**config.mk**
```make
export PLATFORM = sky130hd
export DESIGN_NAME = sa_result_drain
export DESIGN_NICKNAME = d
export VERILOG_FILES = /design/src/rtl/sa_result_drain.sv
export SDC_FILE = /design/constraint.sdc
export NUM_CORES = 1
export LEC_CHECK = 0
export ABC_AREA = 1
export CAP_MARGIN = 20
export CORE_ASPECT_RATIO = 1.25
export CORE_MARGIN = 3
export CORE_UTILIZATION = 45
export DETAILED_ROUTE_END_ITERATION = 6
export PLACE_DENSITY = 0.71
export SYNTH_ARGS = -nofsm -noshare
export SYNTH_HDL_FRONTEND = slang
export SYNTH_SLANG_ARGS = --single-unit
```
**constraint.sdc**
```tcl
create_clock -name clk -period 5 [get_ports clk]
set_clock_uncertainty 0.2 [all_clocks]
set_input_delay 1 -clock clk [delete_from_list [all_inputs] [get_ports clk]]
set_output_delay 1 -clock clk [all_outputs]
set_load 0.01 [all_outputs]
```
**src/rtl/sa_result_drain.sv**
```systemverilog
// sa_result_drain: bottom-edge reader for the systolic array.
// Samples the skewed out_bot column streams, re-aligns them into result rows,
// buffers the rows in a small FIFO and offers them downstream on valid/ready.
// Optional macro SA_DRAIN_RELU_EN: lanes with MSB set are stored as zero.
module sa_result_drain #(
    parameter int DIMENSION    = 4,
    parameter int OUT_WIDTH    = 14,
    parameter int PIPE_LATENCY = 4,
    parameter int ROWS         = 4,
    parameter int FIFO_DEPTH   = 4
) (
    input  logic                           clk,
    input  logic                           reset,
    input  logic                           start,
    input  logic [OUT_WIDTH-1:0]           out_bot [DIMENSION],
    output logic [DIMENSION*OUT_WIDTH-1:0] res_data,
    output logic                           res_valid,
    input  logic                           res_ready,
    output logic                           busy,
    output logic                           done,
    output logic                           overflow
);

    localparam int ROW_W     = DIMENSION * OUT_WIDTH;
    localparam int PTR_W     = $clog2(FIFO_DEPTH);
    localparam int CNT_W     = PTR_W + 1;
    localparam int CAP_EDGES = ROWS + DIMENSION - 1;
    localparam int SEQ_W     = $clog2(CAP_EDGES + PIPE_LATENCY + 1);

    localparam logic [SEQ_W-1:0] WAIT_LAST  = SEQ_W'((PIPE_LATENCY >= 2) ? PIPE_LATENCY - 2 : 0);
    localparam logic [SEQ_W-1:0] CAP_LAST   = SEQ_W'(CAP_EDGES - 1);
    localparam logic [SEQ_W-1:0] PUSH_FIRST = SEQ_W'(DIMENSION - 1);
    localparam logic [CNT_W-1:0] FULL_CNT   = CNT_W'(FIFO_DEPTH);

    typedef enum logic [1:0] {
        S_IDLE,
        S_WAIT,
        S_CAPTURE,
        S_DRAIN
    } state_t;

    state_t               state_q, state_d;
    logic [SEQ_W-1:0]     seq_q, seq_d;
    logic                 done_q, done_d;
    logic                 overflow_q, overflow_d;
    logic [ROW_W-1:0]     mem_q [FIFO_DEPTH];
    logic [ROW_W-1:0]     mem_d [FIFO_DEPTH];
    logic [PTR_W-1:0]     wr_ptr_q, wr_ptr_d;
    logic [PTR_W-1:0]     rd_ptr_q, rd_ptr_d;
    logic [CNT_W-1:0]     count_q, count_d;

    logic                 push_req;
    logic                 push;
    logic                 pop;
    logic                 full;
    logic                 drop;
    logic                 start_acc;
    logic                 shift_en;
    logic [OUT_WIDTH-1:0] lane_raw [DIMENSION];
    logic [ROW_W-1:0]     row_wr;

    assign shift_en  = (state_q != S_IDLE);
    assign start_acc = (state_q == S_IDLE) && start;

    // Column j needs DIMENSION-1-j delay stages so every lane of a row lines up
    // with the last column; the last column is taken straight from the array.
    genvar j;
    generate
        for (j = 0; j < DIMENSION; j++) begin : g_lane
            if (j == DIMENSION - 1) begin : g_direct
                assign lane_raw[j] = out_bot[j];
            end else begin : g_skew
                localparam int STAGES = DIMENSION - 1 - j;
                logic [OUT_WIDTH-1:0] skew_q [STAGES];
                logic [OUT_WIDTH-1:0] skew_d [STAGES];

                // Shift the column sample down its delay line while a tile is active
                always_comb begin
                    skew_d[0] = shift_en ? out_bot[j] : skew_q[0];
                    for (int s = 1; s < STAGES; s++) begin
                        skew_d[s] = shift_en ? skew_q[s-1] : skew_q[s];
                    end
                end

                // Delay-line registers
                always_ff @(posedge clk or negedge reset) begin
                    if (!reset) begin
                        for (int s = 0; s < STAGES; s++) begin
                            skew_q[s] <= '0;
                        end
                    end else begin
                        for (int s = 0; s < STAGES; s++) begin
                            skew_q[s] <= skew_d[s];
                        end
                    end
                end

                assign lane_raw[j] = skew_q[STAGES-1];
            end
        end
    endgenerate

    // Pack the aligned lanes into the row written to the FIFO
    always_comb begin
        row_wr = '0;
        for (int l = 0; l < DIMENSION; l++) begin
`ifdef SA_DRAIN_RELU_EN
            row_wr[l*OUT_WIDTH +: OUT_WIDTH] = lane_raw[l][OUT_WIDTH-1] ? '0 : lane_raw[l];
`else
            row_wr[l*OUT_WIDTH +: OUT_WIDTH] = lane_raw[l];
`endif
        end
    end

    // Tile sequencer: wait out the array latency, capture, then drain the FIFO
    always_comb begin
        state_d  = state_q;
        seq_d    = seq_q;
        done_d   = 1'b0;
        push_req = 1'b0;
        case (state_q)
            S_IDLE: begin
                if (start) begin
                    seq_d   = '0;
                    state_d = (PIPE_LATENCY == 1) ? S_CAPTURE : S_WAIT;
                end
            end
            S_WAIT: begin
                if (seq_q == WAIT_LAST) begin
                    seq_d   = '0;
                    state_d = S_CAPTURE;
                end else begin
                    seq_d = seq_q + 1'b1;
                end
            end
            S_CAPTURE: begin
                push_req = (seq_q >= PUSH_FIRST);
                if (seq_q == CAP_LAST) begin
                    seq_d   = '0;
                    state_d = S_DRAIN;
                end else begin
                    seq_d = seq_q + 1'b1;
                end
            end
            S_DRAIN: begin
                if (count_q == '0) begin
                    state_d = S_IDLE;
                    done_d  = 1'b1;
                end
            end
            default: state_d = S_IDLE;
        endcase
    end

    // Row FIFO: a push into a full FIFO only succeeds when a pop frees a slot
    // on the same edge; otherwise the row is lost because the array cannot stall.
    always_comb begin
        pop        = res_valid && res_ready;
        full       = (count_q == FULL_CNT);
        push       = push_req && (!full || pop);
        drop       = push_req && full && !pop;
        wr_ptr_d   = push ? wr_ptr_q + 1'b1 : wr_ptr_q;
        rd_ptr_d   = pop  ? rd_ptr_q + 1'b1 : rd_ptr_q;
        count_d    = count_q;
        case ({push, pop})
            2'b10:   count_d = count_q + 1'b1;
            2'b01:   count_d = count_q - 1'b1;
            default: count_d = count_q;
        endcase
        overflow_d = start_acc ? 1'b0 : (overflow_q || drop);
        for (int i = 0; i < FIFO_DEPTH; i++) begin
            mem_d[i] = mem_q[i];
        end
        if (push) begin
            mem_d[wr_ptr_q] = row_wr;
        end
    end

    // State, FIFO and status registers
    always_ff @(posedge clk or negedge reset) begin
        if (!reset) begin
            state_q    <= S_IDLE;
            seq_q      <= '0;
            done_q     <= 1'b0;
            overflow_q <= 1'b0;
            wr_ptr_q   <= '0;
            rd_ptr_q   <= '0;
            count_q    <= '0;
            for (int i = 0; i < FIFO_DEPTH; i++) begin
                mem_q[i] <= '0;
            end
        end else begin
            state_q    <= state_d;
            seq_q      <= seq_d;
            done_q     <= done_d;
            overflow_q <= overflow_d;
            wr_ptr_q   <= wr_ptr_d;
            rd_ptr_q   <= rd_ptr_d;
            count_q    <= count_d;
            for (int i = 0; i < FIFO_DEPTH; i++) begin
                mem_q[i] <= mem_d[i];
            end
        end
    end

    assign res_valid = (count_q != '0);
    assign res_data  = res_valid ? mem_q[rd_ptr_q] : '0;
    assign busy      = (state_q != S_IDLE);
    assign done      = done_q;
    assign overflow  = overflow_q;

endmodule
```
After elaboration in Yosys (flattened, before gate mapping)
Index checks and enable logic that the tools add are counted.

storage, ports and cells
  word-level logic and storage cells = 79
  output and inout bits = 60
  input port bits = 60
  bits in registers = 323

operators by class
  magnitude comparators = 4
  muxes and demuxes = 21
  bitwise operators = 2
  $add $sub $neg = 5
  reduce and logical (&&, ||, !) cells = 18
  equality and inequality tests = 12

operators with widths
  cell                                                                   count
  224-bit bitwise mux                                                    1
  56-bit two-way mux                                                     4
  56-bit binary-select mux with 2-bit select                             1
  56-bit demux with 2-bit select                                         1
  4-bit two-way mux                                                      3
  4-bit one-hot mux with 3 select lines                                  1
  2-bit two-way mux                                                      4
  2-bit != test, second input constant                                   4
  2-bit one-hot mux with 4 select lines                                  1
  2-bit equality test, second input constant                             3
  3-bit >= comparator, second input constant                             2
  1-bit logical AND                                                      6
  2-bit NOT with 3-bit output                                            2
  3-bit one-hot mux with 2 select lines                                  1
  3-bit nonzero test                                                     2
  2-bit by 1-bit adder with 2-bit output, second input constant          2
  4-bit by 1-bit adder with 4-bit output, second input constant          1
  2-bit by 1-bit equality test with 1-bit output, second input constant  2
  4-bit by 2-bit equality test with 1-bit output, second input constant  1
  4-bit by 3-bit equality test with 1-bit output, second input constant  1
  4-bit by 2-bit >= comparator with 1-bit output, second input constant  1
  1-bit two-way mux                                                      4
  4-bit AND reduction                                                    1
  2-bit nonzero test                                                     2
  9 further kinds                                                        11

Depth between registers and ports, before layout
  depth after elaboration = 6
  mapped depth = 11
  mapped depth without buffers = 10

Least setup slack after synthesis
No wires, ideal clock.

  kind = in2reg
  start point = input port res_ready
  end point = register count_q[2]
  slack = 2260 ps
  required time = 4669 ps
  library setup time = 131 ps
  data arrival time = 2409 ps
  buffers on the path = 1
  cell stages on the path = 10
  cells stage by stage = nor2_1 nand2_1 buf_2 nand2_1 ha_1 inv_1 fa_1 a21oi_1 o21ai_0 xor2_1

between the ends
  cells in the longest elaborated chain, start to end = 5
  elaborated cells between the ends (all ways) = 7
  classes of those cells = 2 x eq/ne; 1 x mux; 4 x reduce/logical

RTL lines
  element                                                                                line  source
  start, declared                                                                        18    input logic res_ready,
  1-bit logical AND (*)                                                                  158   pop = res_valid && res_ready;
  1-bit logical OR                                                                       160   push = push_req && (!full || pop);
  1-bit logical AND                                                                      160
  2-bit by 1-bit equality test with 1-bit output or 2-bit equality test (tied branches)  165   case ({push, pop})
  3-bit one-hot mux with 2 select lines or 2-bit nonzero test (tied branches)            -
  end signal, assigned                                                                   199   count_q <= count_d;
  end, declared                                                                          50    logic [CNT_W-1:0] count_q, count_d;

Mark *: on every way between the ends. The rest lies on a longest branch, timed or not.
A chain may end at the register's enable or synchronous reset.

Final worst setup path
  start point = register rd_ptr_q[0]
  end point = output port res_data[18]

between the ends
  cells in the longest elaborated chain, start to end = 5

RTL lines
  element                                                line  source
  start, declared                                        49    logic [PTR_W-1:0] rd_ptr_q, rd_ptr_d;
  start signal, assigned                                 198   rd_ptr_q <= rd_ptr_d;
  2-bit NOT with 3-bit output (not written as such)      207   assign res_data = res_valid ? mem_q[rd_ptr_q] : '0;
  56-bit binary-select mux with 2-bit select             207
  56-bit two-way mux (not written as such) (2 in a row)  207
  56-bit two-way mux                                     207
  end, declared                                          16    output logic [DIMENSION*OUT_WIDTH-1:0] res_data,

Every way passes these cells. The select of a mux whose other input is x is not followed.

==> metrics.md <==
| Metric | Value |
|---|---|
| Worst IR Drop VDD | `586 uV` |
| Post-Synthesis Cells | `1874` |
| Vias in the first global route | `13000` |
| Layout cell share with drive strength beyond 1 | `under 10%` |
| Combinational share of power | `39.7%` |
| Port bufs | `119` |
| Most repeated library cell on the critical path | `sky130_fd_sc_hd__nor2_1` |
| Post-synthesis sequential element count | `roughly 320` |
| Origin of the worst setup path | `rd_ptr_q[0]` |
| Most used standard cell by instance count after synthesis | `sky130_fd_sc_hd__nand2_1` |
| Setup total negative slack | `0 ps` |
| Final cycle utilization of the critical path | `roughly nine tenths` |
| Routed Antenna Nets | `0` |
| Most area-consuming cells after synthesis | `sky130_fd_sc_hd__dfrtp_1 54%, sky130_fd_sc_hd__nand2_1 15%, sky130_fd_sc_hd__nand4_1 9.3%` |
| Reg-to-reg critical path endpoint | `count_q[1]` |
| Cell breakdown of the critical path | `buf_4 -> nor2_1 -> nor2_1 -> o21ai_0 -> a21oi_1 -> clkdlybuf4s50_1` |
| Share of flip-flops with an asynchronous set or reset | `100%` |
| Startpoint of the lowest-slack register-to-register path | `state_q[0]` |
| Horizontal extent of the die | `170 um` |
| Class of the most critical setup path | `flip-flop to output port` |
| Number of flops mapped to enable cells by yosys | `0` |
| Leakage power of the design | `0.00877 uW` |
| Layout fillers | `approximately 3000` |
| CTS clk-pin slew, worst paths | `about 60 ps` |
| Sequential cell area fraction in the yosys report | `53.6%` |
| Post-Place Cells | `2277` |
| Global-route wire length before repair | `between 60000 and 70000 um` |
| Warning count from the yosys run | `0` |
| Avg Vias per Cell | `about 5.6` |
| Detail Placement HPWL | `22400 um` |
| Clock network power share | `23.7%` |
| Avg Cell Area, Syn | `slightly above 8 um^2` |
| CP Capture Type | `output port` |
| Hold Path Cell Cnt | `2` |
| Count of inserted antenna diode cells | `0` |
| Pin count of the biggest net entering global routing | `190` |
| Cell chosen for the clock root | `sky130_fd_sc_hd__clkbuf_16` |
| Min-delay worst type | `flip-flop to flip-flop` |
| Net switching power | `4120 uW` |
| Total of max-cap violations | `0` |
| Final cell utilization of the core | `a little over half` |
| Initial cell density of the core | `45.9%` |
| Remaining max-slew budget at the tightest pin | `31.7%` |
| Maximum clock rate | `about 220 MHz` |
| Register Area | `8090 um^2` |
| Die outline height | `211 um` |
| Post-synth design cell area | `between 15000 and 20000 um^2` |
| Minimum setup slack in the final design | `538 ps` |
| Seq pwr share | `36.6%` |
| Post-cts repair resize count | `0` |
| Fraction of synthesized cell area taken by the top area cell type | `53.6%` |
| Hold Buf Count CTS | `0` |
| Full die area | `35800 um^2` |
| Number of DRC markers in iteration 0 | `1452` |
| Maximum level of the CTS H-tree | `2` |
| WHS Endpoint | `mem_q[127]` |
| GRT Residual Overflow | `0` |
| Clock tree from TritonCTS | `done` |
| Internal Pwr Total | `6110 uW` |
| Number of cells in the finished layout apart from fillers | `~2300` |
| Wire length reported by the detailed router | `slightly above 40000 um` |
| Final weighted congestion in routability-driven placement | `0.772` |
| Maximum single-stage delay on the critical path | `slightly below 800 ps` |
| Area delta synth->final | `15.7%` |
| Floorplan Core Area | `32900 um^2` |
| Total number of vias | `13100` |
| Worst reg-to-reg path cell count | `8` |
| Post-place setup slack | `1120 ps` |
| Worst Tran Pin Value | `1020 ps` |
| Synthesized Nets | `roughly 2000` |
| Multi-input logic area | `6140 um^2` |
| Global router's overall resource usage | `23.2%` |
| Data required time of the critical path | `3800 ps` |
| Crit-path max FO | `74` |
| Number of detailed-route iterations in the first pass | `5` |
| Outcome | `completed` |
| Post-detailed-route DRC marker count | `0` |
| Biggest area consumer among synthesized cells | `sky130_fd_sc_hd__dfrtp_1` |
| Number of antenna violations at the first check in global routing | `0` |
| Count of final setup violators | `0` |
| Final Max Slew Viols | `0` |
| Cell family with the largest share of critical-path delay | `buffers and inverters` |
| Max Buffers Root-to-Sink | `3` |
| Most instantiated cells after synthesis | `614 x sky130_fd_sc_hd__nand2_1, 323 x sky130_fd_sc_hd__dfrtp_1, 232 x sky130_fd_sc_hd__nor2_1` |
| Clock latency of the later-clocked register in the worst-skew pair | `510 ps` |
| Buffers & Inverters on Critical Path | `2` |
| Share of total power consumed by net switching | `40.3%` |
| RSZ-0062 raised after global routing | `false` |
| Total count of hold-check failures in the final report | `0` |
| Std cell rows | `74` |
| Post-CTS Setup Repair Bufs | `0` |
| PD cells | `slightly below 600 nW/um^2` |
| Total CTS buffers | `34` |
| Top-Level Pins | `120` |
| Setup slack on the worst flop-to-flop path | `roughly 2100 ps` |
| Number of nets at the end of the flow | `about 2000` |
| Startpoint types | `flip-flop` |
| Final critical delay including setup and external delays | `4460 ps` |
| Clock Sink Count | `323` |
| Data arrival at the endpoint of the critical path | `3260 ps` |
| Prevailing post-synth register cell | `sky130_fd_sc_hd__dfrtp_1` |
| Number of distinct library cells after synthesis | `22` |
| Critical path's slowest cell | `sky130_fd_sc_hd__buf_4` |
| Source of the worst hold timing path | `mem_q[127]` |
| Routed wirelength normalized by instance count | `17.7 um` |
-- worst register-to-register path, stage by stage, from the launching register on --
cell	delay, ps
sky130_fd_sc_hd__dfrtp_1	410
sky130_fd_sc_hd__inv_1	150
sky130_fd_sc_hd__ha_1	210
sky130_fd_sc_hd__a21boi_4	680
sky130_fd_sc_hd__nand2_1	230
sky130_fd_sc_hd__ha_1	270
sky130_fd_sc_hd__inv_1	100
sky130_fd_sc_hd__fa_1	440
sky130_fd_sc_hd__o21ai_0	180
-- state kept, by name, summed over array words and instances, names as in the netlist --
name,count
count_q,3
rd_ptr_q,2
seq_q,4
done,1
mem_q,224
overflow,1
wr_ptr_q,2
g_lane.g_skew.skew_q,84
state_q,2
-- kinds of logic (layout without fill, tap and decap cells) --
kind of cell               Yosys count  count (layout)  share of synthesized area [%]
DFF                                323             323                           53.6
AOI/OAI and AO/OA                  239             239                           8.06
buffers and inverters              212             257                           6.18
and+or+nand+nor                   1083            1083                           30.8
adders and majority gates           13              13                           1.13
xor gates and xnor gates             4               4                          0.232
-- power groups by stage --
stage | Combinational [uW] | Sequential (uW) | Clock [uW]
2_1_floorplan | 2510 | 3590 | 0
3_3_place_gp | 3980 | 3750 | 0
3_5_place_dp | 4030 | 3780 | 0
4_1_cts | 4060 | 3730 | 2480
5_1_grt | 4520 | 3830 | 2570
6_report | 4060 | 3740 | 2430
-- stage by stage --
step                      total power, uW  instance area (um^2)  hold WS (ps)
after floorplan                      6090                 15100           237
after global placement               7730                 16400           248
after detailed placement             7810                 16400           253
after CTS                           10300                 17400           264
after global routing                10900                 17400           279
final                               10200                 17400           264
-- cell usage in the layout, fill, tap and decap left out --
cell type and instances:
sky130_fd_sc_hd__a21boi_0 1, sky130_fd_sc_hd__a21boi_4 1, sky130_fd_sc_hd__a21oi_1 62, sky130_fd_sc_hd__buf_12 4, sky130_fd_sc_hd__buf_4 22, sky130_fd_sc_hd__buf_8 1
sky130_fd_sc_hd__bufinv_16 1, sky130_fd_sc_hd__clkbuf_1 14, sky130_fd_sc_hd__clkbuf_16 35, sky130_fd_sc_hd__clkbuf_8 5, sky130_fd_sc_hd__clkdlybuf4s50_1 118, sky130_fd_sc_hd__clkinv_2 5
sky130_fd_sc_hd__dfrtp_1 321, sky130_fd_sc_hd__dfrtp_2 1, sky130_fd_sc_hd__dfrtp_4 1, sky130_fd_sc_hd__fa_1 1, sky130_fd_sc_hd__ha_1 7, sky130_fd_sc_hd__ha_2 4
sky130_fd_sc_hd__ha_4 1, sky130_fd_sc_hd__inv_1 48, sky130_fd_sc_hd__inv_2 3, sky130_fd_sc_hd__inv_6 1, sky130_fd_sc_hd__nand2_1 613, sky130_fd_sc_hd__nand2_4 1
sky130_fd_sc_hd__nand3_1 8, sky130_fd_sc_hd__nand3_4 4, sky130_fd_sc_hd__nand4_1 224, sky130_fd_sc_hd__nor2_1 232, sky130_fd_sc_hd__o21ai_0 174, sky130_fd_sc_hd__o21bai_1 1
sky130_fd_sc_hd__or2_2 1, sky130_fd_sc_hd__xnor2_1 1, sky130_fd_sc_hd__xor2_1 3
-- metal layers --
| metal | GRT usage (%) | part of all wire (%) | wire length, um | vias to the layer above |
|---|---|---|---|---|
| met5 | 0 | 0 | 0 | - |
| met4 | 8.80 | 3.4 | 1410 | 0 |
| met3 | 2.62 | 6.3 | 2600 | 93 |
| met2 | 38.3 | 48 | 19700 | 466 |
| met1 | 31.7 | 43 | 17600 | 6276 |
| li1 | - | - | - | 6222 |
-- how the worst max path moves through the flow --
stage          slack [ps]  depth (start not counted)           end
2_1_floorplan        2260                         10    count_q[2]
3_3_place_gp         1140                          6  res_data[29]
3_5_place_dp         1120                          7     mem_q[89]
4_1_cts               600                          6  res_data[18]
5_1_grt               340                          6  res_data[18]
6_report              540                          6  res_data[18]
-- area by class of cell --
type,count,area share [%]
Clock buffer,54,5.72
Clock inverter,6,0.337
Inverter,52,1.13
Multi-Input combinational cell,1339,35.2
Sequential cell,323,46.4
Tap cell,418,3.00
Timing Repair Buffer,145,8.26
Power figures use the tool's default switching activity.
